File: src/rtl/decode_issue_q.sv
// Decode/issue stage fed by a DEPTH-entry fetch buffer; issues RV32IM instructions to AU/MUL/LSU
// classes and resolves JAL, JALR and conditional branches in-stage with a one-cycle redirect.
module decode_issue_q #(
  parameter int unsigned XLEN   = 32,
  parameter int unsigned DEPTH  = 4,
  parameter int unsigned FREE_W = 3
) (
  input  logic              clk,
  input  logic              rst,
  input  logic              in_valid,
  output logic              in_ready,
  input  logic [XLEN-1:0]   in_pc,
  input  logic [31:0]       in_instr,
  input  logic              flush,
  output logic [4:0]        rs1,
  output logic [4:0]        rs2,
  input  logic              rs1_valid,
  input  logic              rs2_valid,
  input  logic [XLEN-1:0]   rs1_data,
  input  logic [XLEN-1:0]   rs2_data,
  input  logic [FREE_W-1:0] au_free,
  input  logic [FREE_W-1:0] mul_free,
  input  logic [FREE_W-1:0] lsu_free,
  output logic              issue_valid,
  output logic [16:0]       issue_rd_rs1_rs2,
  output logic [7:0]        issue_execute_type,
  output logic [XLEN-1:0]   issue_imm,
  output logic [XLEN-1:0]   issue_pc,
  output logic              redirect,
  output logic [XLEN-1:0]   redirect_addr,
  output logic              jump_wait,
  output logic              illegal
);
  localparam int unsigned AW = $clog2(DEPTH);
  localparam int unsigned CW = AW + 1;

  typedef enum logic {RUN = 1'b0, JWAIT = 1'b1} state_t;
  state_t state, state_nxt;

  logic [31:0]     mem_instr [DEPTH];
  logic [XLEN-1:0] mem_pc    [DEPTH];
  logic [AW-1:0]   rd_ptr, wr_ptr;
  logic [CW-1:0]   count;
  logic            empty, full, push, pop, taken_now, need_wait, cls_ok, br_taken;
  logic [31:0]     h_instr;
  logic [XLEN-1:0] h_pc, target;
  logic [6:0]      opc, f7;
  logic [2:0]      f3;
  logic [XLEN-1:0] imm_i, imm_s, imm_b, imm_j, imm_u, imm_sh;
  logic            d_au, d_mul, d_lsu, d_ill, d_jal, d_jalr, d_br;
  logic [4:0]      d_op;
  logic [XLEN-1:0] d_imm;

  assign empty   = (count == '0);
  assign full    = (count == CW'(DEPTH));
  assign h_instr = mem_instr[rd_ptr];
  assign h_pc    = mem_pc[rd_ptr];
  assign opc     = h_instr[6:0];
  assign f3      = h_instr[14:12];
  assign f7      = h_instr[31:25];
  assign rs1     = empty ? 5'd0 : h_instr[19:15];
  assign rs2     = empty ? 5'd0 : h_instr[24:20];

  assign imm_i  = {{(XLEN-12){h_instr[31]}}, h_instr[31:20]};
  assign imm_s  = {{(XLEN-12){h_instr[31]}}, h_instr[31:25], h_instr[11:7]};
  assign imm_b  = {{(XLEN-13){h_instr[31]}}, h_instr[31], h_instr[7], h_instr[30:25], h_instr[11:8], 1'b0};
  assign imm_j  = {{(XLEN-21){h_instr[31]}}, h_instr[31], h_instr[19:12], h_instr[20], h_instr[30:21], 1'b0};
  assign imm_u  = XLEN'($signed({h_instr[31:12], 12'h000}));
  assign imm_sh = XLEN'(h_instr[24:20]);

  // Head decode: class, execute_op and immediate
  always_comb begin
    d_au = 1'b0; d_mul = 1'b0; d_lsu = 1'b0; d_ill = 1'b0;
    d_jal = 1'b0; d_jalr = 1'b0; d_br = 1'b0;
    d_op = 5'd0; d_imm = '0;
    case (opc)
      7'h33: begin
        if (f7 == 7'h01) begin
          d_mul = 1'b1; d_op = 5'(f3);
        end else if (f7 == 7'h00) begin
          d_au = 1'b1;
          case (f3)
            3'd0: d_op = 5'd0;
            3'd1: d_op = 5'd9;
            3'd2: d_op = 5'd15;
            3'd3: d_op = 5'd17;
            3'd4: d_op = 5'd7;
            3'd5: d_op = 5'd11;
            3'd6: d_op = 5'd5;
            default: d_op = 5'd3;
          endcase
        end else if (f7 == 7'h20 && f3 == 3'd0) begin
          d_au = 1'b1; d_op = 5'd2;
        end else if (f7 == 7'h20 && f3 == 3'd5) begin
          d_au = 1'b1; d_op = 5'd13;
        end else d_ill = 1'b1;
      end
      7'h13: begin
        d_au = 1'b1; d_imm = imm_i;
        case (f3)
          3'd0: d_op = 5'd1;
          3'd2: d_op = 5'd16;
          3'd3: d_op = 5'd18;
          3'd4: d_op = 5'd8;
          3'd6: d_op = 5'd6;
          3'd7: d_op = 5'd4;
          3'd1: begin d_op = 5'd10; d_imm = imm_sh; d_ill = (f7 != 7'h00); end
          default: begin
            d_imm = imm_sh;
            if (f7 == 7'h00) d_op = 5'd12;
            else if (f7 == 7'h20) d_op = 5'd14;
            else d_ill = 1'b1;
          end
        endcase
      end
      7'h37: begin d_au = 1'b1; d_op = 5'd19; d_imm = imm_u; end
      7'h17: begin d_au = 1'b1; d_op = 5'd20; d_imm = imm_u; end
      7'h6F: begin d_jal = 1'b1; d_au = 1'b1; d_op = 5'd21; d_imm = XLEN'(4); end
      7'h67: begin
        d_jalr = 1'b1; d_au = 1'b1; d_op = 5'd21; d_imm = XLEN'(4);
        d_ill = (f3 != 3'd0);
      end
      7'h63: begin d_br = 1'b1; d_ill = (f3 == 3'd2) || (f3 == 3'd3); end
      7'h03: begin
        d_lsu = 1'b1; d_imm = imm_i;
        case (f3)
          3'd0: d_op = 5'd0;
          3'd1: d_op = 5'd1;
          3'd2: d_op = 5'd2;
          3'd4: d_op = 5'd3;
          3'd5: d_op = 5'd4;
          default: d_ill = 1'b1;
        endcase
      end
      7'h23: begin
        d_lsu = 1'b1; d_imm = imm_s;
        case (f3)
          3'd0: d_op = 5'd5;
          3'd1: d_op = 5'd6;
          3'd2: d_op = 5'd7;
          default: d_ill = 1'b1;
        endcase
      end
      default: d_ill = 1'b1;
    endcase
    if (d_ill) begin
      d_au = 1'b0; d_mul = 1'b0; d_lsu = 1'b0;
      d_jal = 1'b0; d_jalr = 1'b0; d_br = 1'b0;
    end
  end

  // Branch condition on the presented operands
  always_comb begin
    br_taken = 1'b0;
    case (f3)
      3'd0: br_taken = (rs1_data == rs2_data);
      3'd1: br_taken = (rs1_data != rs2_data);
      3'd4: br_taken = ($signed(rs1_data) <  $signed(rs2_data));
      3'd5: br_taken = ($signed(rs1_data) >= $signed(rs2_data));
      3'd6: br_taken = (rs1_data <  rs2_data);
      3'd7: br_taken = (rs1_data >= rs2_data);
      default: br_taken = 1'b0;
    endcase
  end

  assign cls_ok = (d_au && au_free != '0) || (d_mul && mul_free != '0) || (d_lsu && lsu_free != '0);

  // Pop / jump resolution; in JWAIT the head is always the waiting jump
  always_comb begin
    pop = 1'b0; taken_now = 1'b0; need_wait = 1'b0; target = '0;
    if (!empty && !flush) begin
      if (d_ill) begin
        pop = (state == RUN);
      end else if (d_jal) begin
        pop = (state == RUN) && (au_free != '0);
        taken_now = pop;
        target = h_pc + imm_j;
      end else if (d_jalr) begin
        pop = rs1_valid && (au_free != '0);
        taken_now = pop;
        need_wait = !rs1_valid;
        target = (rs1_data + imm_i) & ~XLEN'(1);
      end else if (d_br) begin
        pop = rs1_valid && rs2_valid;
        taken_now = pop && br_taken;
        need_wait = !pop;
        target = h_pc + imm_b;
      end else begin
        pop = (state == RUN) && cls_ok;
      end
    end
  end

  assign in_ready  = !full && !flush && !taken_now;
  assign push      = in_valid && in_ready;
  assign jump_wait = (state == JWAIT);

  always_ff @(posedge clk or posedge rst) begin
    if (rst) state <= RUN;
    else     state <= state_nxt;
  end

  always_comb begin
    state_nxt = state;
    if (flush) state_nxt = RUN;
    else begin
      case (state)
        RUN:     if (need_wait) state_nxt = JWAIT;
        JWAIT:   if (pop) state_nxt = RUN;
        default: state_nxt = RUN;
      endcase
    end
  end

  // Buffer pointers; a flush or taken jump empties the buffer
  always_ff @(posedge clk or posedge rst) begin
    if (rst) begin
      rd_ptr <= '0; wr_ptr <= '0; count <= '0;
    end else if (flush || taken_now) begin
      rd_ptr <= '0; wr_ptr <= '0; count <= '0;
    end else begin
      if (push) wr_ptr <= wr_ptr + AW'(1);
      if (pop)  rd_ptr <= rd_ptr + AW'(1);
      count <= count + CW'(push) - CW'(pop);
    end
  end

  always_ff @(posedge clk) begin
    if (push) begin
      mem_instr[wr_ptr] <= in_instr;
      mem_pc[wr_ptr]    <= in_pc;
    end
  end

  always_ff @(posedge clk or posedge rst) begin
    if (rst) begin
      issue_valid <= 1'b0; issue_rd_rs1_rs2 <= '0; issue_execute_type <= '0;
      issue_imm <= '0; issue_pc <= '0; redirect <= 1'b0; redirect_addr <= '0; illegal <= 1'b0;
    end else begin
      issue_valid <= pop && (d_au || d_mul || d_lsu);
      illegal     <= pop && d_ill;
      redirect    <= taken_now;
      if (pop && (d_au || d_mul || d_lsu)) begin
        issue_rd_rs1_rs2   <= {h_instr[11:7], rs1_valid, h_instr[19:15], rs2_valid, h_instr[24:20]};
        issue_execute_type <= {d_au, d_mul, d_lsu, d_op};
        issue_imm          <= d_imm;
        issue_pc           <= h_pc;
      end
      if (taken_now) redirect_addr <= target;
    end
  end

endmodule

File: config.mk
export PLATFORM = sky130hd
export DESIGN_NAME = decode_issue_q
export DESIGN_NICKNAME = d
export VERILOG_FILES = /design/src/rtl/decode_issue_q.sv
export SDC_FILE = /design/constraint.sdc
export NUM_CORES = 1
export LEC_CHECK = 0
export BUFFER_PORTS_ARGS = -buffer_cell sky130_fd_sc_hd__buf_2
export CORE_MARGIN = 2
export CORE_UTILIZATION = 58
export CTS_BUF_LIST = sky130_fd_sc_hd__clkbuf_2 sky130_fd_sc_hd__clkbuf_4 sky130_fd_sc_hd__clkbuf_8
export DETAILED_ROUTE_END_ITERATION = 6
export GPL_TIMING_DRIVEN = 0
export PLACE_DENSITY = 0.8
export SETUP_SLACK_MARGIN = 0.02
export SLEW_MARGIN = 20
export SYNTH_ARGS = -nofsm -noshare
export SYNTH_HDL_FRONTEND = slang
export SYNTH_SLANG_ARGS = --single-unit
File: constraint.sdc
create_clock -name clk -period 19.84 [get_ports clk]
set_clock_uncertainty 0.2 [all_clocks]
set_input_delay 0.992 -clock clk [delete_from_list [all_inputs] [get_ports clk]]
set_output_delay 0.992 -clock clk [all_outputs]
set_load 0.05 [all_outputs]
==> flow_metrics.py <==
metrics = {
    "power": {
        "p_per_area_nw_per_um2": 143,
        "switching_share_pct": 44.2,
        "peakVddDrop_mv": 0.117,
        "pwr-share-seq_pct": 29.3,
        "switchingPower_mw": 1.52,
        "p_comb_share_pct": 50.5,
        "p_int_mw": 1.92,
        "leakagePower_nw": 9.97,
        "power_mw": 3.43,
        "p_clk_share_pct": 20.1,
    },
    "timing": {
        "hold_violations": 0,
        "max_freq_ghz": 0.139,
        "fin_crit_sh_pct": 36.1,
        "worstMarginPinSlew_ns": 1.04,
        "post-route-min-period_ns": 7.17,
        "rsz0062_at_grt": "false",
        "setup_viol": 0,
        "final-max-slew-violation-count": 0,
        "relSlewSlack_pct": 30.9,
        "whs_ns": 0.150,
        "setup_tns_ns": 0,
        "finalWorstSetupSlack_ns": 12.67,
    },
    "grt": {
        "overflow": 0,
        "grt_antenna_before_repair": 9,
        "grt_start_max_net_pins": 90,
        "grtUsageTotal_pct": 32.8,
        "grt_pass1_wl_mm": 89.9,
        "grt_pass1_vias": 15400,
    },
    "clock_network": {
        "clock_sinks": 388,
        "clkSlewWorstSetupHoldPaths_ns": 0.07,
        "cts_max_path_buffers": 3,
        "cts_root_buf": "clkbuf_8",
        "cts_buffers": 60,
        "cts_setup_buffers": 0,
        "clock_latency_ns": 0.65,
        "h-tree-depth": 2,
        "tritoncts": "yes",
        "cts_hold_buf": 0,
        "post_cts_resized": 0,
    },
    "yosys": {
        "syn-num-nets": 1931,
        "netlist_area_sq_um": 20400,
        "syn_inst": 1673,
        "synth_edf_count": 256,
        "ys.flop_type": "edfxtp_1",
        "async_reset_ff_share_pct": 34.0,
        "yosys_warnings": 0,
        "avgSynthCellArea_sq_um": 12.2,
        "ys_ff_latch": 388,
        "ys_types": 73,
        "ys_seq_area_share_pct": 53.8,
    },
    "worst_setup_path": {
        "crit_top_cell": "clkbuf_1",
        "end_kind": "flip-flop",
        "start_kind": "flip-flop",
        "crit_family": "compound AO/OA/AOI/OAI gates",
        "crit_path_start": "rd_ptr[1]",
        "crit_slowest_cell": "clkbuf_1",
        "critPathArrivalTime_ns": 7.47,
        "crit_buf_inv": 5,
        "timing.rr.start": "rd_ptr[1]",
        "path_cells": "clkbuf_1, buf_2, clkbuf_1, clkbuf_1, mux4_2, ha_1, clkbuf_1, a21oi_1, o21ai_0, a221o_1, a41o_1, a41oi_1, o21ai_0, xor2_1, a222oi_1, o21ai_0",
        "max_stage_delay_ns": 0.84,
        "crit_fanout": 10,
        "cp_data_required_time_ns": 20.15,
        "critical_path_class": "reg2reg",
    },
    "route": {
        "drtIter0Drc": 1581,
        "drcViolationCount": 0,
        "detail_route.wirelength_mm": 60.0,
        "wire_per_inst_um": 23.7,
        "antenna_left": 0,
        "first_pass_iters": 6,
        "vias_per_cell": 6.27,
        "num_vias": 15900,
    },
    "floorplanning": {
        "die_h_um": 192,
        "coreArea_sq_um": 34600,
        "die_w_um": 192,
        "dieArea_sq_um": 36800,
        "initial_core_util_pct": 59.0,
        "io_pins": 279,
        "num_rows": 68,
    },
    "layout": {
        "drive_gt1_share_pct": 23.5,
        "utilization_pct": 69.5,
        "finalNetCount": 2285,
        "mostFrequentLayoutCells": "286 x buf_2, 256 x edfxtp_1, 136 x a21oi_1",
        "layout_commonest_cell": "buf_2",
        "syn_to_final_growth_pct": 17.6,
    },
    "run_status": {
        "status": "completed",
    },
    "worst_hold_path": {
        "hold_path_class": "in2async",
    },
    "placement": {
        "gp_congestion": 0.937,
        "hpwl_mm": 45.0,
        "post-place-ws_ns": 12.64,
        "port_buffers": 278,
    },
    "run": {
        "drv_cap": 0,
    },
}
cell usage after synthesis, types with 11 or more instances:
library cell	instances	area [sq um]
a211oi_1	20	150
a21o_1	35	263
a21oi_1	136	681
a221oi_1	12	105
a222oi_1	11	110
a22oi_1	12	90.1
a31oi_1	12	75.1
and2_1	19	119
clkbuf_1	51	191
dfrtp_1	132	3300
edfxtp_1	256	7690
ha_1	111	1390
inv_1	70	263
mux2_1	52	586
mux4_2	62	1400
nand2_1	115	432
nand2b_1	14	87.6
nand3_1	26	130
nand4_1	17	106
nor2_1	114	428
nor2b_1	19	119
nor3_1	27	135
o21ai_0	88	440
o21bai_1	12	90.1
o31ai_1	12	90.1
xnor2_1	45	394
xor2_1	25	219
flip-flops by register name (all words and copies together), names as in the netlist:
signal / flops
count: 3
redirect_addr: 32
rd_ptr: 2
issue_valid: 1
wr_ptr: 2
mem_pc: 128
issue_pc: 32
mem_instr: 128
redirect: 1
jump_wait: 1
issue_rd_rs1_rs2: 17
issue_imm: 32
illegal: 1
issue_execute_type: 8
stage by stage:
| step | instance area (sq um) | cells |
|---|---|---|
| finish | 24100 | 2538 |
| global route | 24000 | 2536 |
| CTS | 24000 | 2533 |
| detailed placement | 22800 | 2420 |
| global placement | 22400 | 2406 |
| floorplan | 20400 | 1673 |
per-layer routing:
layer	share of wire, %	wire (um)	track usage (%)
met1	42	25000	46.0
met3	9.5	5680	7.40
met2	46	27300	50.5
met5	0.085	51	0
met4	3.3	1990	11.7
worst paths after layout:
check | to | slack, ns | cells past startpoint
worst max register to register | redirect_addr[22] | 12.67 | 16
worst min-delay path | redirect_addr[29] | 0.15 | 2
worst min register to register | redirect_addr[28] | 0.28 | 2
min in group clk | redirect_addr[28] | 0.28 | 2
max in group asynchronous | issue_pc[26] | 18.51 | 3
worst max-delay path | redirect_addr[22] | 12.67 | 16
worst register-to-register path, delay by kind of cell, from the launching register on:
family                   cells  cell delay [ns]
adder cells (fa/ha/maj)      1             0.33
XOR/XNOR                     1             0.24
buffers and inverters        5             2.55
multiplexers                 1             0.51
flip-flops                   1             0.33
AO/OA/AOI/OAI                8             2.90
power groups by stage:
stage | Sequential, mW | Clock (mW) | Combinational [mW]
finish | 1.01 | 0.692 | 1.74
CTS | 1.00 | 0.700 | 1.70
global placement | 1.02 | 0 | 1.65
global route | 1.01 | 0.734 | 1.87
floorplan | 1.20 | 0 | 1.03
detailed placement | 1.02 | 0 | 1.69
logic make-up (layout without fill, tap and decap cells):
family | Yosys count | after routing | share of synthesized area (%)
other | 0 | 5 | 0
adder cells (fa/ha/maj) | 115 | 115 | 7.18
multiplexers | 121 | 121 | 10.0
flip-flops | 388 | 388 | 53.8
buffers and inverters | 148 | 553 | 2.91
AND/OR/NAND/NOR | 399 | 399 | 9.34
XOR/XNOR | 70 | 70 | 3.00
AO/OA/AOI/OAI | 432 | 432 | 13.8
layout make-up:
class	count	area [sq um]
flip-flops and latches	388	11000
fillers	2446	10600
multi-input cells	1137	8900
repair buffers	292	1720
clock buffers	84	1020
well taps	455	569
plain buffers	77	330
inverters	71	274
clock inverters	29	238
diodes	5	12.5
No activity file was read; power rests on OpenSTA's default activity.
